`src/rtl/camera_timer_pkg.sv`:
```
// Shared constants, state encoding and the exposure-setting step rule for the
// camera exposure/readout timer.
package camera_timer_pkg;

    localparam int PRESCALE_DEF    = 4;
    localparam int EXP_MIN_DEF     = 2;
    localparam int EXP_MAX_DEF     = 30;
    localparam int EXP_DEFAULT_DEF = 2;
    localparam int READOUT_LEN     = 5;

    localparam int EXP_W = 5;
    localparam int RO_W  = 3;

    typedef enum logic {
        IDLE  = 1'b0,
        COUNT = 1'b1
    } exp_state_t;

    // One saturating step of the exposure setting; opposing requests cancel.
    function automatic logic [EXP_W-1:0] exp_step(
        input logic [EXP_W-1:0] cur,
        input logic             up,
        input logic             down,
        input logic [EXP_W-1:0] lo,
        input logic [EXP_W-1:0] hi
    );
        exp_step = cur;
        if (up && !down && cur < hi) begin
            exp_step = cur + 5'd1;
        end else if (down && !up && cur > lo) begin
            exp_step = cur - 5'd1;
        end
    endfunction

endpackage

```
`src/rtl/edge_detect.sv`:
```
// Rising-edge detector for a button level: one-cycle pulse when the level
// goes high relative to the previous sampled value.
module edge_detect (
    input  logic clk,
    input  logic Reset,
    input  logic level,
    output logic pulse
);

    logic prev;

    // NOTE: state registers use non-blocking (<=) so every flop samples the
    // pre-edge values of its inputs, independent of statement order.
    always_ff @(posedge clk) begin
        if (Reset) begin
            prev <= 1'b0;
        end else begin
            prev <= level;
        end
    end

    assign pulse = level & ~prev;

endmodule

```
`src/rtl/exposure_timer.sv`:
```
// Exposure timer: button-adjustable exposure length counted in prescaled
// units, plus an independent fixed-length readout timer.
module exposure_timer
    import camera_timer_pkg::*;
#(
    parameter int PRESCALE    = PRESCALE_DEF,
    parameter int EXP_MIN     = EXP_MIN_DEF,
    parameter int EXP_MAX     = EXP_MAX_DEF,
    parameter int EXP_DEFAULT = EXP_DEFAULT_DEF
) (
    input  logic       clk,
    input  logic       Reset,
    input  logic       Exp_increase,
    input  logic       Exp_decrease,
    input  logic       Start,
    input  logic       Start_ro,
    output logic       Ovf,
    output logic       Ovf5,
    output logic       Busy,
    output logic [4:0] Exp_time
);

    localparam int                PW         = $clog2(PRESCALE);
    localparam logic [PW-1:0]     PRESC_LAST = PW'(PRESCALE - 1);
    localparam logic [EXP_W-1:0]  EXP_LO     = EXP_W'(EXP_MIN);
    localparam logic [EXP_W-1:0]  EXP_HI     = EXP_W'(EXP_MAX);
    localparam logic [EXP_W-1:0]  EXP_INIT   = EXP_W'(EXP_DEFAULT);
    localparam logic [RO_W-1:0]   RO_LOAD    = RO_W'(READOUT_LEN);

    logic inc_pulse;
    logic dec_pulse;

    edge_detect u_inc_edge (
        .clk   (clk),
        .Reset (Reset),
        .level (Exp_increase),
        .pulse (inc_pulse)
    );

    edge_detect u_dec_edge (
        .clk   (clk),
        .Reset (Reset),
        .level (Exp_decrease),
        .pulse (dec_pulse)
    );

    exp_state_t       state, state_next;
    logic [PW-1:0]    presc, presc_next;
    logic [EXP_W-1:0] units, units_next;
    logic             ovf_next;

    // NOTE: every signal written here gets a default first, so no path
    // through the case leaves one unassigned and infers a latch.
    always_comb begin
        state_next = state;
        presc_next = presc;
        units_next = units;
        ovf_next   = 1'b0;
        case (state)
            IDLE: begin
                if (Start) begin
                    units_next = Exp_time;
                    presc_next = '0;
                    state_next = COUNT;
                end
            end
            COUNT: begin
                if (presc == PRESC_LAST) begin
                    presc_next = '0;
                    units_next = units - 5'd1;
                    if (units <= 5'd1) begin
                        ovf_next   = 1'b1;
                        state_next = IDLE;
                    end
                end else begin
                    presc_next = presc + 1'b1;
                end
            end
            default: state_next = IDLE;
        endcase
    end

    always_ff @(posedge clk) begin
        if (Reset) begin
            state <= IDLE;
            presc <= '0;
            units <= '0;
            Ovf   <= 1'b0;
        end else begin
            state <= state_next;
            presc <= presc_next;
            units <= units_next;
            Ovf   <= ovf_next;
        end
    end

    assign Busy = (state == COUNT);

    // A Start in the same cycle wins: the count takes the old setting and the
    // button edge is dropped rather than deferred.
    always_ff @(posedge clk) begin
        if (Reset) begin
            Exp_time <= EXP_INIT;
        end else if (state == IDLE && !Start) begin
            Exp_time <= exp_step(Exp_time, inc_pulse, dec_pulse, EXP_LO, EXP_HI);
        end
    end

    logic [RO_W-1:0] ro_cnt;

    // A restart reloads the count and swallows an Ovf5 that was due now.
    always_ff @(posedge clk) begin
        if (Reset) begin
            ro_cnt <= '0;
            Ovf5   <= 1'b0;
        end else if (Start_ro) begin
            ro_cnt <= RO_LOAD;
            Ovf5   <= 1'b0;
        end else if (ro_cnt != '0) begin
            ro_cnt <= ro_cnt - 3'd1;
            Ovf5   <= (ro_cnt == 3'd1);
        end else begin
            Ovf5   <= 1'b0;
        end
    end

endmodule
```
`config.mk`:
```
export PLATFORM = sky130hd
export DESIGN_NAME = exposure_timer
export DESIGN_NICKNAME = d
export VERILOG_FILES = /design/src/rtl/camera_timer_pkg.sv /design/src/rtl/edge_detect.sv /design/src/rtl/exposure_timer.sv
export SDC_FILE = /design/constraint.sdc
export NUM_CORES = 1
export LEC_CHECK = 0
export ABC_AREA = 0
export BUFFER_PORTS_ARGS = -buffer_cell sky130_fd_sc_hd__buf_4
export CORE_ASPECT_RATIO = 1.5
export CORE_MARGIN = 2
export CORE_UTILIZATION = 30
export CTS_CLUSTER_DIAMETER = 50
export CTS_CLUSTER_SIZE = 30
export DETAILED_ROUTE_END_ITERATION = 10
export GPL_ROUTABILITY_DRIVEN = 0
export PLACE_DENSITY_LB_ADDON = 0.25
export SYNTH_ARGS = -nofsm -noshare
export SYNTH_HDL_FRONTEND = slang
export SYNTH_SLANG_ARGS = --single-unit
export TNS_END_PERCENT = 50
```
`constraint.sdc`:
```
create_clock -name clk -period 4.5 [get_ports clk]
set_input_delay 0.45 -clock clk [delete_from_list [all_inputs] [get_ports clk]]
set_output_delay 0.45 -clock clk [all_outputs]
set_load 0.05 [all_outputs]
```
==> metrics.md, run 1 <==
| Metric | Value |
|---|---|
| Outcome | `complete, no violations` |
| MaxCap Viol Count | `0` |
| Hold Path Class | `in2reg` |
| Dominant cell type by area after synthesis | `dfxtp_1` |
| Final Cell Area | `1305 sq um` |
| Full die area | `4212 sq um` |
| Vias per cell | `about 4.8` |
| Post-DP HPWL | `about 1.7 mm` |
| Global-route wire length before repair | `3.815 mm` |
| CTS Buf Count | `3` |
| Worst slew pin tran | `565.7 ps` |
| Syn_nets | `144` |
| Proportion of layout cells with a drive suffix above 1 | `16.31%` |
| CP Capture Point | `Exp_time[4]$_SDFFE_PP0P_` |
| GRT Overall Usage | `12.33%` |
| Reg2Reg Depth | `9` |
| DRC errors left | `0` |
| Top cell family by delay on the critical path | `simple AND/OR/NAND/NOR gates` |
| I/O Buffers | `13` |
| First-pass DRT Iterations | `4` |
| Sequential share of the synthesized area | `approximately 36%` |
| Max_slew headroom | `62.24%` |
| WP data arrival | `2350 ps` |
| CP bufs+invs | `1` |
| Commonest cells after routing, fill and taps aside | `nor2_1 (23), dfxtp_1 (20), buf_4 (13)` |
| DR vias | `between 800 and 900` |
| Setup_tns | `0 ps` |
| Yosys cell types | `35` |
| Asr flop ratio synth | `0%` |
| Yosys reg bits | `20` |
| FILL cells | `380` |
| Row count | `27` |
| RSZ-0062 raised after global routing | `no` |
| Endpoint type of the worst setup path | `flip-flop` |
| VDD IR-drop max | `0.0001312 V` |
| Maximum buffer depth of the clock tree | `2` |
| Synth Area per Inst | `8.739 sq um` |
| # H-tree levels | `1` |
| IO Pins | `14` |
| Worst Skew | `between 4 and 5 ps` |
| Worst-path clk slew | `70 ps` |
| Sink Count | `20` |
| Post-CTS Resized | `0` |
| Final Setup Violations | `0` |
| Cells after Synth | `127` |
| Pin count of the biggest net entering global routing | `21` |
| Vias in the first global route | `864` |
| Critical R2R Launch | `Exp_time[2]$_SDFFE_PP0P_` |
| Area of the core | `3615 sq um` |
| Antenna Violating Nets Remaining | `0` |
| Final min period | `around 2200 ps` |
| Yosys warning total | `0` |
| Syn-to-layout area delta | `17.59%` |
| Initial DRC count | `14` |
| Starting Density | `between 30% and 40%` |
| Critical Path Source | `Exp_time[2]$_SDFFE_PP0P_` |
| Mapped Area | `1110 sq um` |
| Slew Viols, Final | `0` |
| Initial antenna violation count | `0` |
| R2R Path End | `Exp_time[4]$_SDFFE_PP0P_` |
| CTS Hold Bufs | `0` |
| Critical Path Max Stage Delay | `520 ps` |
| R2R setup slack | `2340 ps` |
| Worst-Skew Late Latency | `approximately 260 ps` |
| Dpl cell area | `1250 sq um` |
| Max Freq | `463.6 MHz` |
| CP Cell Sequence | `nand4_1, nand3_2, inv_1, fa_1, nand3b_1, nand2_1, xnor2_1, or3_1, a21oi_1` |
| Ant diodes | `0` |
| Worst setup SP type | `flip-flop` |
| Chip Height | `78.49 um` |
| Die width | `53.66 um` |
| Crit Path Max Fanout | `7` |
| Yosys top cell area share | `36.08%` |
| CP Depth | `9` |
| Most common cell after layout, fill and taps aside | `nor2_1` |
| Gr ovfl total | `0` |
| Post-CTS Setup Repair Bufs | `0` |
| Final hold violation count | `0` |
| Most used DFF post-synth | `dfxtp_1` |
| CP Class | `reg2reg` |
| Post-synth EDFFs | `0` |
| Synth area leaders | `dfxtp_1 (36%), ha_1 (11%), nor2_1 (7.8%), a21oi_1 (4.5%), inv_1 (3.4%)` |
| PwrDens | `340.1 nW/um^2` |
| Nets | `roughly 160` |
| Crit share post-route | `47.94%` |
| Lkg Pwr | `0.0005738 uW` |
| CTS tree | `yes` |
| Root Driver | `clkbuf_8` |
| Drt wl/cell | `12.54 um` |
| Required time of the critical path | `around 4700 ps` |
| Routed Wire Length | `2.308 mm` |
| Slowest cell on the critical path | `dfxtp_1` |
## power by group
group / internal (uW) / switching [uW]
Combinational: 44.2 / 57.6
Sequential: 189 / 15.3
Clock: 77.9 / 60.4
## cell families after synthesis
group	share of synthesized area, %
DFF	36.08
AOI/OAI and AO/OA	16.46
xor gates and xnor gates	3.946
adders and majority gates	13.08
muxes	3.044
and+or+nand+nor	23.00
buffers and inverters	4.397
## through the flow
stage                     hold slack (ps)  utilization (%)  instances  total power, uW  setup WS (ps)
after global placement              488.2            34.58        180            307.8           2392
after global routing                395.4            36.10        184            470.6           2190
after CTS                           384.9            36.10        184            449.5           2336
final                               389.7            36.10        184            443.9           2343
after floorplan                     475.8                -        127            284.3           2154
after detailed placement            492.4            34.58        180            310.1           2351
## Yosys cell counts, types with 2 or more instances
| master | instances |
|---|---|
| clkbuf_1 | 3 |
| o22ai_1 | 2 |
| mux2i_1 | 2 |
| ha_1 | 10 |
| inv_1 | 10 |
| nand2_1 | 6 |
| a31oi_1 | 3 |
| a21oi_1 | 10 |
| nand3_1 | 2 |
| nor2_1 | 23 |
| o21ai_0 | 2 |
| nor2b_1 | 6 |
| xnor2_1 | 4 |
| or3_1 | 3 |
| dfxtp_1 | 20 |
| nand2b_1 | 2 |
## sequential cells by signal, summed over array words and instances (netlist names)
register and count:
ro_cnt 3, u_dec_edge.prev 1, Ovf 1, units 5
presc 2, Busy 1, Ovf5 1, u_inc_edge.prev 1
Exp_time 5
## per-layer routing
layer | routed length, um | up-vias | global-route usage (%)
li1 | - | 457 | -
met1 | 1043 | 400 | 15.06
met2 | 1120 | 17 | 19.51
met3 | 87 | 6 | 2.091
met4 | 56 | 0 | 7.179
met5 | 0 | - | 0
## how the worst min path moves through the flow
stage,from,end,slack (ps),depth (start not counted)
floorplan,ro_cnt[1]$_SDFFE_PP0N_,ro_cnt[1]$_SDFFE_PP0N_,480,2
global placement,ro_cnt[1]$_SDFFE_PP0N_,ro_cnt[1]$_SDFFE_PP0N_,490,2
detailed placement,ro_cnt[1]$_SDFFE_PP0N_,ro_cnt[1]$_SDFFE_PP0N_,490,2
CTS,Start_ro,ro_cnt[1]$_SDFFE_PP0N_,380,2
global route,Start_ro,ro_cnt[1]$_SDFFE_PP0N_,400,2
finish,Start_ro,ro_cnt[1]$_SDFFE_PP0N_,390,2
## worst reg2reg max path: stages (launching register included)
cell and delay [ps]:
dfxtp_1 520, nand4_1 160, nand3_2 160, inv_1 110
fa_1 410, nand3b_1 170, nand2_1 70, xnor2_1 60
or3_1 300, a21oi_1 140
## cell type report
cell class,instances,area (sq um),area share (%)
clock buffer,4,55.05,4.219
inverter,10,37.54,2.876
multi-input combinational,94,660.6,50.62
sequential,20,400.4,30.68
tap,43,53.80,4.123
timing repair buffer,13,97.59,7.478
No activity file was read; power rests on OpenSTA's default activity.
==> inputs of run 2 (changes only) <==
- clock period: 4.5 -> 2 ns (I/O delays scaled with it)
==> run 2 against run 1 <==
  * Cell area is 5.5% higher
  * First-iteration DRC count is 36% higher
  * Register-to-register slack worse by 2200 ps
  * Wire length is 1.0% higher
  * Final cell count is 3.8% higher
  * Die area stayed put
  * Combinational power is 150% higher
  * Largest cell class unchanged
  * Count of clock-buffer cells in the layout stayed put
  * Highest routed layer unchanged
  * Worst setup slack worse by 2200 ps
  * Flip-flop and latch count stayed put
==> metrics.md, run 2 (synthesis gave the netlist of run 1 again) <==
| Metric | Value |
|---|---|
| Outcome | `complete, no violations (unchanged)` |
| Hold path depth | `2 (unchanged)` |
| Worst-Skew Late Latency | `250 ps (was 260 ps)` |
| R2R Path End | `Exp_time[4]$_SDFFE_PP0P_ (unchanged)` |
| DR vias | `936 (was 880)` |
| Commonest cells after routing, fill and taps aside | `nor2_1 (23), buf_4 (20), dfxtp_1 (15) (was nor2_1 (23), dfxtp_1 (20), buf_4 (13))` |
| VDD IR-drop max | `0.0003243 V (was 0.0001312 V)` |
| I/O Buffers | `13 (unchanged)` |
| Vias per cell | `4.901 (was 4.783)` |
| Final min period | `1844 ps (was 2157 ps)` |
| Routed Wire Length | `2.331 mm (was 2.308 mm)` |
| Max Freq | `542.2 MHz (was 463.6 MHz)` |
| Post-place setup slack | `86.79 ps (was 2351 ps)` |
| Endpoint type of the worst setup path | `flip-flop (unchanged)` |
| Seq. cell area | `416.7 sq um (was 400.4 sq um)` |
| Crit Path Max Fanout | `6 (was 7)` |
| Die width | `53.66 um (unchanged)` |
| Crit share post-route | `92.22% (was 47.94%)` |
| Row count | `27 (unchanged)` |
| Root Driver | `clkbuf_8 (unchanged)` |
| Vias in the first global route | `965 (was 864)` |
| Required time of the critical path | `2190 ps (was 4690 ps)` |
| Nets | `166 (was 159)` |
| Hold endpoint | `ro_cnt[1]$_SDFFE_PP0N_ (unchanged)` |
| Reg2Reg Depth | `9 (unchanged)` |
| Setup ws final | `155.6 ps (was 2343 ps)` |
| Critical Path Max Stage Delay | `390 ps (was 520 ps)` |
| R2R setup slack | `160 ps (was 2340 ps)` |
| Max_slew headroom | `66.38% (was 62.24%)` |
| Ant diodes | `0 (unchanged)` |
| CTS Buf Count | `3 (unchanged)` |
| Proportion of layout cells with a drive suffix above 1 | `24.32% (was 16.31%)` |
| Most common cell after layout, fill and taps aside | `nor2_1 (unchanged)` |
| Slowest cell on the critical path | `dfxtp_4 (was dfxtp_1)` |
| Full die area | `4212 sq um (unchanged)` |
| Antenna Violating Nets Remaining | `0 (unchanged)` |
| WP data arrival | `2030 ps (was 2350 ps)` |
| Chip Height | `78.49 um (unchanged)` |
| CP Cell Sequence | `nand4_1, nand3_2, inv_1, fa_2, nand3b_1, nand2_1, xnor2_1, or3_1, a21oi_1 (was nand4_1, nand3_2, inv_1, fa_1, nand3b_1, nand2_1, xnor2_1, or3_1, a21oi_1)` |
| First-pass DRT Iterations | `4 (unchanged)` |
| Cells after DPL | `184 (was 180)` |
| PwrDens | `731.3 nW/um^2 (was 340.1 nW/um^2)` |
| Post-layout util | `38.08% (was 36.10%)` |
| Hold Path Class | `in2reg (unchanged)` |
| Worst Skew | `1.729 ps (was 4.134 ps)` |
| HP Start | `Start_ro (unchanged)` |
| FILL cells | `369 (was 380)` |
| Slew Viols, Final | `0 (unchanged)` |
| Sink Count | `20 (unchanged)` |
| Biggest regs | `Exp_time (5), units (5), ro_cnt (3) (unchanged)` |
| MaxCap Viol Count | `0 (unchanged)` |
| Drt wl/cell | `12.20 um (was 12.54 um)` |
| Global-route wire length before repair | `3.981 mm (was 3.815 mm)` |
| Maximum buffer depth of the clock tree | `2 (unchanged)` |
| Worst-path clk slew | `70 ps (about the same)` |
| Setup_tns | `0 ps (unchanged)` |
| Post-DP HPWL | `1.738 mm (was 1.650 mm)` |
| Area of the core | `3615 sq um (unchanged)` |
| IO Pins | `14 (unchanged)` |
| Final Setup Violations | `0 (unchanged)` |
| Lkg Pwr | `0.0006109 uW (was 0.0005738 uW)` |
| # H-tree levels | `1 (unchanged)` |
| CP Class | `reg2reg (unchanged)` |
| RSZ-0062 raised after global routing | `no (unchanged)` |
| Gr ovfl total | `0 (unchanged)` |
| Post-route insts no fill | `191 (was 184)` |
| Final hold violation count | `0 (unchanged)` |
| CTS tree | `yes (unchanged)` |
| Initial DRC count | `19 (was 14)` |
| Syn-to-layout area delta | `24.01% (was 17.59%)` |
| Worst slew pin tran | `494.5 ps (was 565.7 ps)` |
| Critical R2R Launch | `Exp_time[4]$_SDFFE_PP0P_ (was Exp_time[2]$_SDFFE_PP0P_)` |
| Starting Density | `30.70% (unchanged)` |
| DRC errors left | `0 (unchanged)` |
| GRT Overall Usage | `12.52% (was 12.33%)` |
| Area taken by multi-input logic gates | `663.1 sq um (was 660.6 sq um)` |
| Worst setup SP type | `flip-flop (unchanged)` |
| Pin count of the biggest net entering global routing | `21 (unchanged)` |
| Initial antenna violation count | `0 (unchanged)` |
## run 2: metrics by stage
stage / hold slack (ps) / area (sq um) / total power [uW]
CTS: 144.4 / 1351 / 1016
global placement: 412.3 / 1296 / 701.2
finish: 147.6 / 1376 / 1006
detailed placement: 420.9 / 1296 / 705.7
floorplan: 289.7 / 1126 / 638.5
global route: 146.1 / 1376 / 1075
## run 2: area by class of cell
type	count	share of cell area, %
clock buffers	4	4.000
multi-input cells	94	48.18
inverters	10	2.727
flip-flops and latches	20	30.27
well taps	43	3.909
repair buffers	20	10.91
## run 2: repair_timing
action | CTS | global route
hold buffers | 0 | 0
setup buffers | 0 | 3
gates resized for setup | 0 | 1
hold endpoints to repair | 0 | 0
endpoints found under the setup margin | 0 | 1
## run 2: per-layer routing
layer / up-vias / share of wire, % / track usage (%)
li1: 474 / - / -
met1: 437 / 42 / 14.12
met2: 19 / 51 / 21.59
met3: 6 / 3.8 / 1.901
met4: 0 / 2.6 / 6.410
met5: - / 0 / 0
## run 2: worst max path at each step
stage / from / endpoint / slack [ps] / cells past startpoint
after floorplan: Exp_time[2]$_SDFFE_PP0P_ / Exp_time[4]$_SDFFE_PP0P_ / 10 / 9
after global placement: Exp_time[2]$_SDFFE_PP0P_ / Exp_time[4]$_SDFFE_PP0P_ / 130 / 9
after detailed placement: Exp_time[2]$_SDFFE_PP0P_ / Exp_time[4]$_SDFFE_PP0P_ / 90 / 9
after CTS: Exp_time[2]$_SDFFE_PP0P_ / Exp_time[4]$_SDFFE_PP0P_ / 70 / 9
after global routing: Exp_time[4]$_SDFFE_PP0P_ / Exp_time[4]$_SDFFE_PP0P_ / 20 / 9
final: Exp_time[4]$_SDFFE_PP0P_ / Exp_time[4]$_SDFFE_PP0P_ / 160 / 9
## run 2: where the power goes
group | switching (uW) | leakage, uW | internal, uW
logic | 141 | 0.000415 | 111
clock network | 131 | 0.0000288 | 175
registers | 26.4 | 0.000167 | 423
## run 2: critical path: cells and delay by family, from the launching register on
kind | cells | cell delay, ps
xor gates and xnor gates | 1 | 70
AOI/OAI and AO/OA | 1 | 130
DFF | 1 | 390
buffers and inverters | 1 | 70
adders and majority gates | 1 | 350
and+or+nand+nor | 5 | 760
==> inputs of run 3 (changes only) <==
- clock period: 2 -> 2.2 ns (I/O delays scaled with it)
==> run 3 against run 2 <==
  * Non-clock buffer count fell by 6
  * Final cell count down 3.1%
  * Count of clock-buffer cells in the layout stayed put
  * Critical path depth unchanged
  * Global-route usage fell by 0.34 points
  * First-iteration DRC count is 21% lower
  * Wire length is 4.0% lower
  * Flip-flop and latch count unchanged
  * Highest routed layer unchanged
  * Fmax down 9.5%
  * Via count decreased by 5.4%
  * Worst setup slack improved by 7.4 ps
==> metrics.md, run 3 (synthesis gave the netlist of run 1 again) <==
| Metric | Value |
|---|---|
| Initial antenna violation count | `0 (unchanged)` |
| DRC errors left | `0 (unchanged)` |
| I/O Buffers | `13 (unchanged)` |
| CTS tree | `yes (unchanged)` |
| Final hold violation count | `0 (unchanged)` |
| CP Class | `reg2reg (unchanged)` |
| Final Cell Area | `1318 sq um (was 1376 sq um)` |
| Nets | `160 (was 166)` |
| Proportion of layout cells with a drive suffix above 1 | `19.72% (was 24.32%)` |
| Sink Count | `20 (unchanged)` |
| Starting Density | `30.70% (unchanged)` |
| Worst-path clk slew | `70 ps (about the same)` |
| Vias per cell | `4.784 (was 4.901)` |
| Row count | `27 (unchanged)` |
| Vias in the first global route | `909 (was 965)` |
| Final min period | `2037 ps (was 1844 ps)` |
| Seq. cell area | `405.4 sq um (was 416.7 sq um)` |
| # H-tree levels | `1 (unchanged)` |
| Biggest regs | `Exp_time (5), units (5), ro_cnt (3) (unchanged)` |
| Max Freq | `490.9 MHz (was 542.2 MHz)` |
| Post-DP HPWL | `1.644 mm (was 1.738 mm)` |
| Lkg Pwr | `0.0005798 uW (was 0.0006109 uW)` |
| CTS Hold Bufs | `0 (unchanged)` |
| Final Hold Slack | `166.2 ps (was 147.6 ps)` |
| Crit Path Max Fanout | `7 (was 6)` |
| Post-CTS Resized | `0 (unchanged)` |
| Final Setup Violations | `0 (unchanged)` |
| FILL cells | `378 (was 369)` |
| Syn-to-layout area delta | `18.71% (was 24.01%)` |
| Worst setup SP type | `flip-flop (unchanged)` |
| IO Pins | `14 (unchanged)` |
| DR vias | `885 (was 936)` |
| Area of the core | `3615 sq um (unchanged)` |
| RSZ-0062 raised after global routing | `no (unchanged)` |
| Post-CTS Setup Repair Bufs | `0 (unchanged)` |
| Dpl cell area | `1262 sq um (was 1296 sq um)` |
| Antenna Violating Nets Remaining | `0 (unchanged)` |
| Worst-Skew Late Latency | `250 ps (about the same)` |
| Chip Height | `78.49 um (unchanged)` |
| Area taken by multi-input logic gates | `660.6 sq um (was 663.1 sq um)` |
| Die width | `53.66 um (unchanged)` |
| Total Power | `904.5 uW (was 1006 uW)` |
| Most common cell after layout, fill and taps aside | `nor2_1 (unchanged)` |
| Pin count of the biggest net entering global routing | `21 (unchanged)` |
| VDD IR-drop max | `0.0003874 V (was 0.0003243 V)` |
| Hold Path Class | `in2reg (unchanged)` |
| WP data arrival | `2220 ps (was 2030 ps)` |
| Endpoint type of the worst setup path | `flip-flop (unchanged)` |
| Global-route wire length before repair | `3.919 mm (was 3.981 mm)` |
| Ant diodes | `0 (unchanged)` |
| Crit share post-route | `92.59% (was 92.22%)` |
| Full die area | `4212 sq um (unchanged)` |
| GRT Overall Usage | `12.18% (was 12.52%)` |
| Drt wl/cell | `12.09 um (was 12.20 um)` |
| Routed Wire Length | `2.237 mm (was 2.331 mm)` |
| Outcome | `complete, no violations (unchanged)` |
| Max_slew headroom | `64.40% (was 66.38%)` |
| First-pass DRT Iterations | `4 (unchanged)` |
| Maximum buffer depth of the clock tree | `2 (unchanged)` |
| Setup_tns | `0 ps (unchanged)` |
| Root Driver | `clkbuf_8 (unchanged)` |
| Worst Skew | `3.036 ps (was 1.729 ps)` |
| Commonest cells after routing, fill and taps aside | `nor2_1 (23), dfxtp_1 (16), buf_4 (14) (was nor2_1 (23), buf_4 (20), dfxtp_1 (15))` |
| MaxCap Viol Count | `0 (unchanged)` |
| PwrDens | `686.5 nW/um^2 (was 731.3 nW/um^2)` |
| Initial DRC count | `15 (was 19)` |
| CTS Buf Count | `3 (unchanged)` |
| Slew Viols, Final | `0 (unchanged)` |
| Gr ovfl total | `0 (unchanged)` |
| Required time of the critical path | `2390 ps (was 2190 ps)` |
| Worst slew pin tran | `523.6 ps (was 494.5 ps)` |
==> run 3: changes by cell type in the layout (fill, tap and decap cells not counted) <==
cell / delta
dfxtp_2: +3
fa_1: +1
dfxtp_4: -4
buf_4: -6
dfxtp_1: +1
fa_2: -1
==> run 3: critical path: stages (launching register included) <==
cell,delay [ps]
dfxtp_2,420
nand4_1,130
nand3_2,150
inv_1,110
fa_1,410
nand3b_1,180
nand2_1,80
xnor2_1,70
or3_1,310
a21oi_1,130
==> run 3: where the power goes <==
group          internal [uW]  total (uW)  switching (uW)
Clock                    159         276             117
Sequential               387         414            27.0
Combinational           92.7         215             122
Total                    639         905             266
==> run 3: final timing paths <==
path,start,endpoint,slack [ps],cells after the start
hold / removal,Start_ro,ro_cnt[1]$_SDFFE_PP0N_,170,2
setup reg to reg,Exp_time[2]$_SDFFE_PP0P_,Exp_time[4]$_SDFFE_PP0P_,160,9
hold reg to reg,ro_cnt[1]$_SDFFE_PP0N_,ro_cnt[1]$_SDFFE_PP0N_,500,2
setup / recovery,Exp_time[2]$_SDFFE_PP0P_,Exp_time[4]$_SDFFE_PP0P_,160,9
==> run 3: metrics by stage <==
step	cells	worst slack [ps]	util (%)
6_report	185	163.0	36.45
5_1_grt	185	14.28	36.45
4_1_cts	185	133.7	36.45
3_5_place_dp	181	155.6	34.93
3_3_place_gp	181	208.2	34.93
2_1_floorplan	127	82.73	-
==> run 3: area by class of cell <==
type | instances | area share [%]
inverter | 10 | 2.849
sequential | 20 | 30.77
tap | 43 | 4.084
timing repair buffer | 14 | 7.977
clock buffer | 4 | 4.179
multi-input combinational | 94 | 50.14
==> run 3: per-layer routing <==
layer	part of all wire [%]	wire, um	track usage (%)	up-vias
met3	3.7	82	1.901	2
met4	0.89	20	5.641	0
li1	-	-	-	461
met1	48	1080	15.29	409
met5	0	0	0	-
met2	47	1053	19.63	13
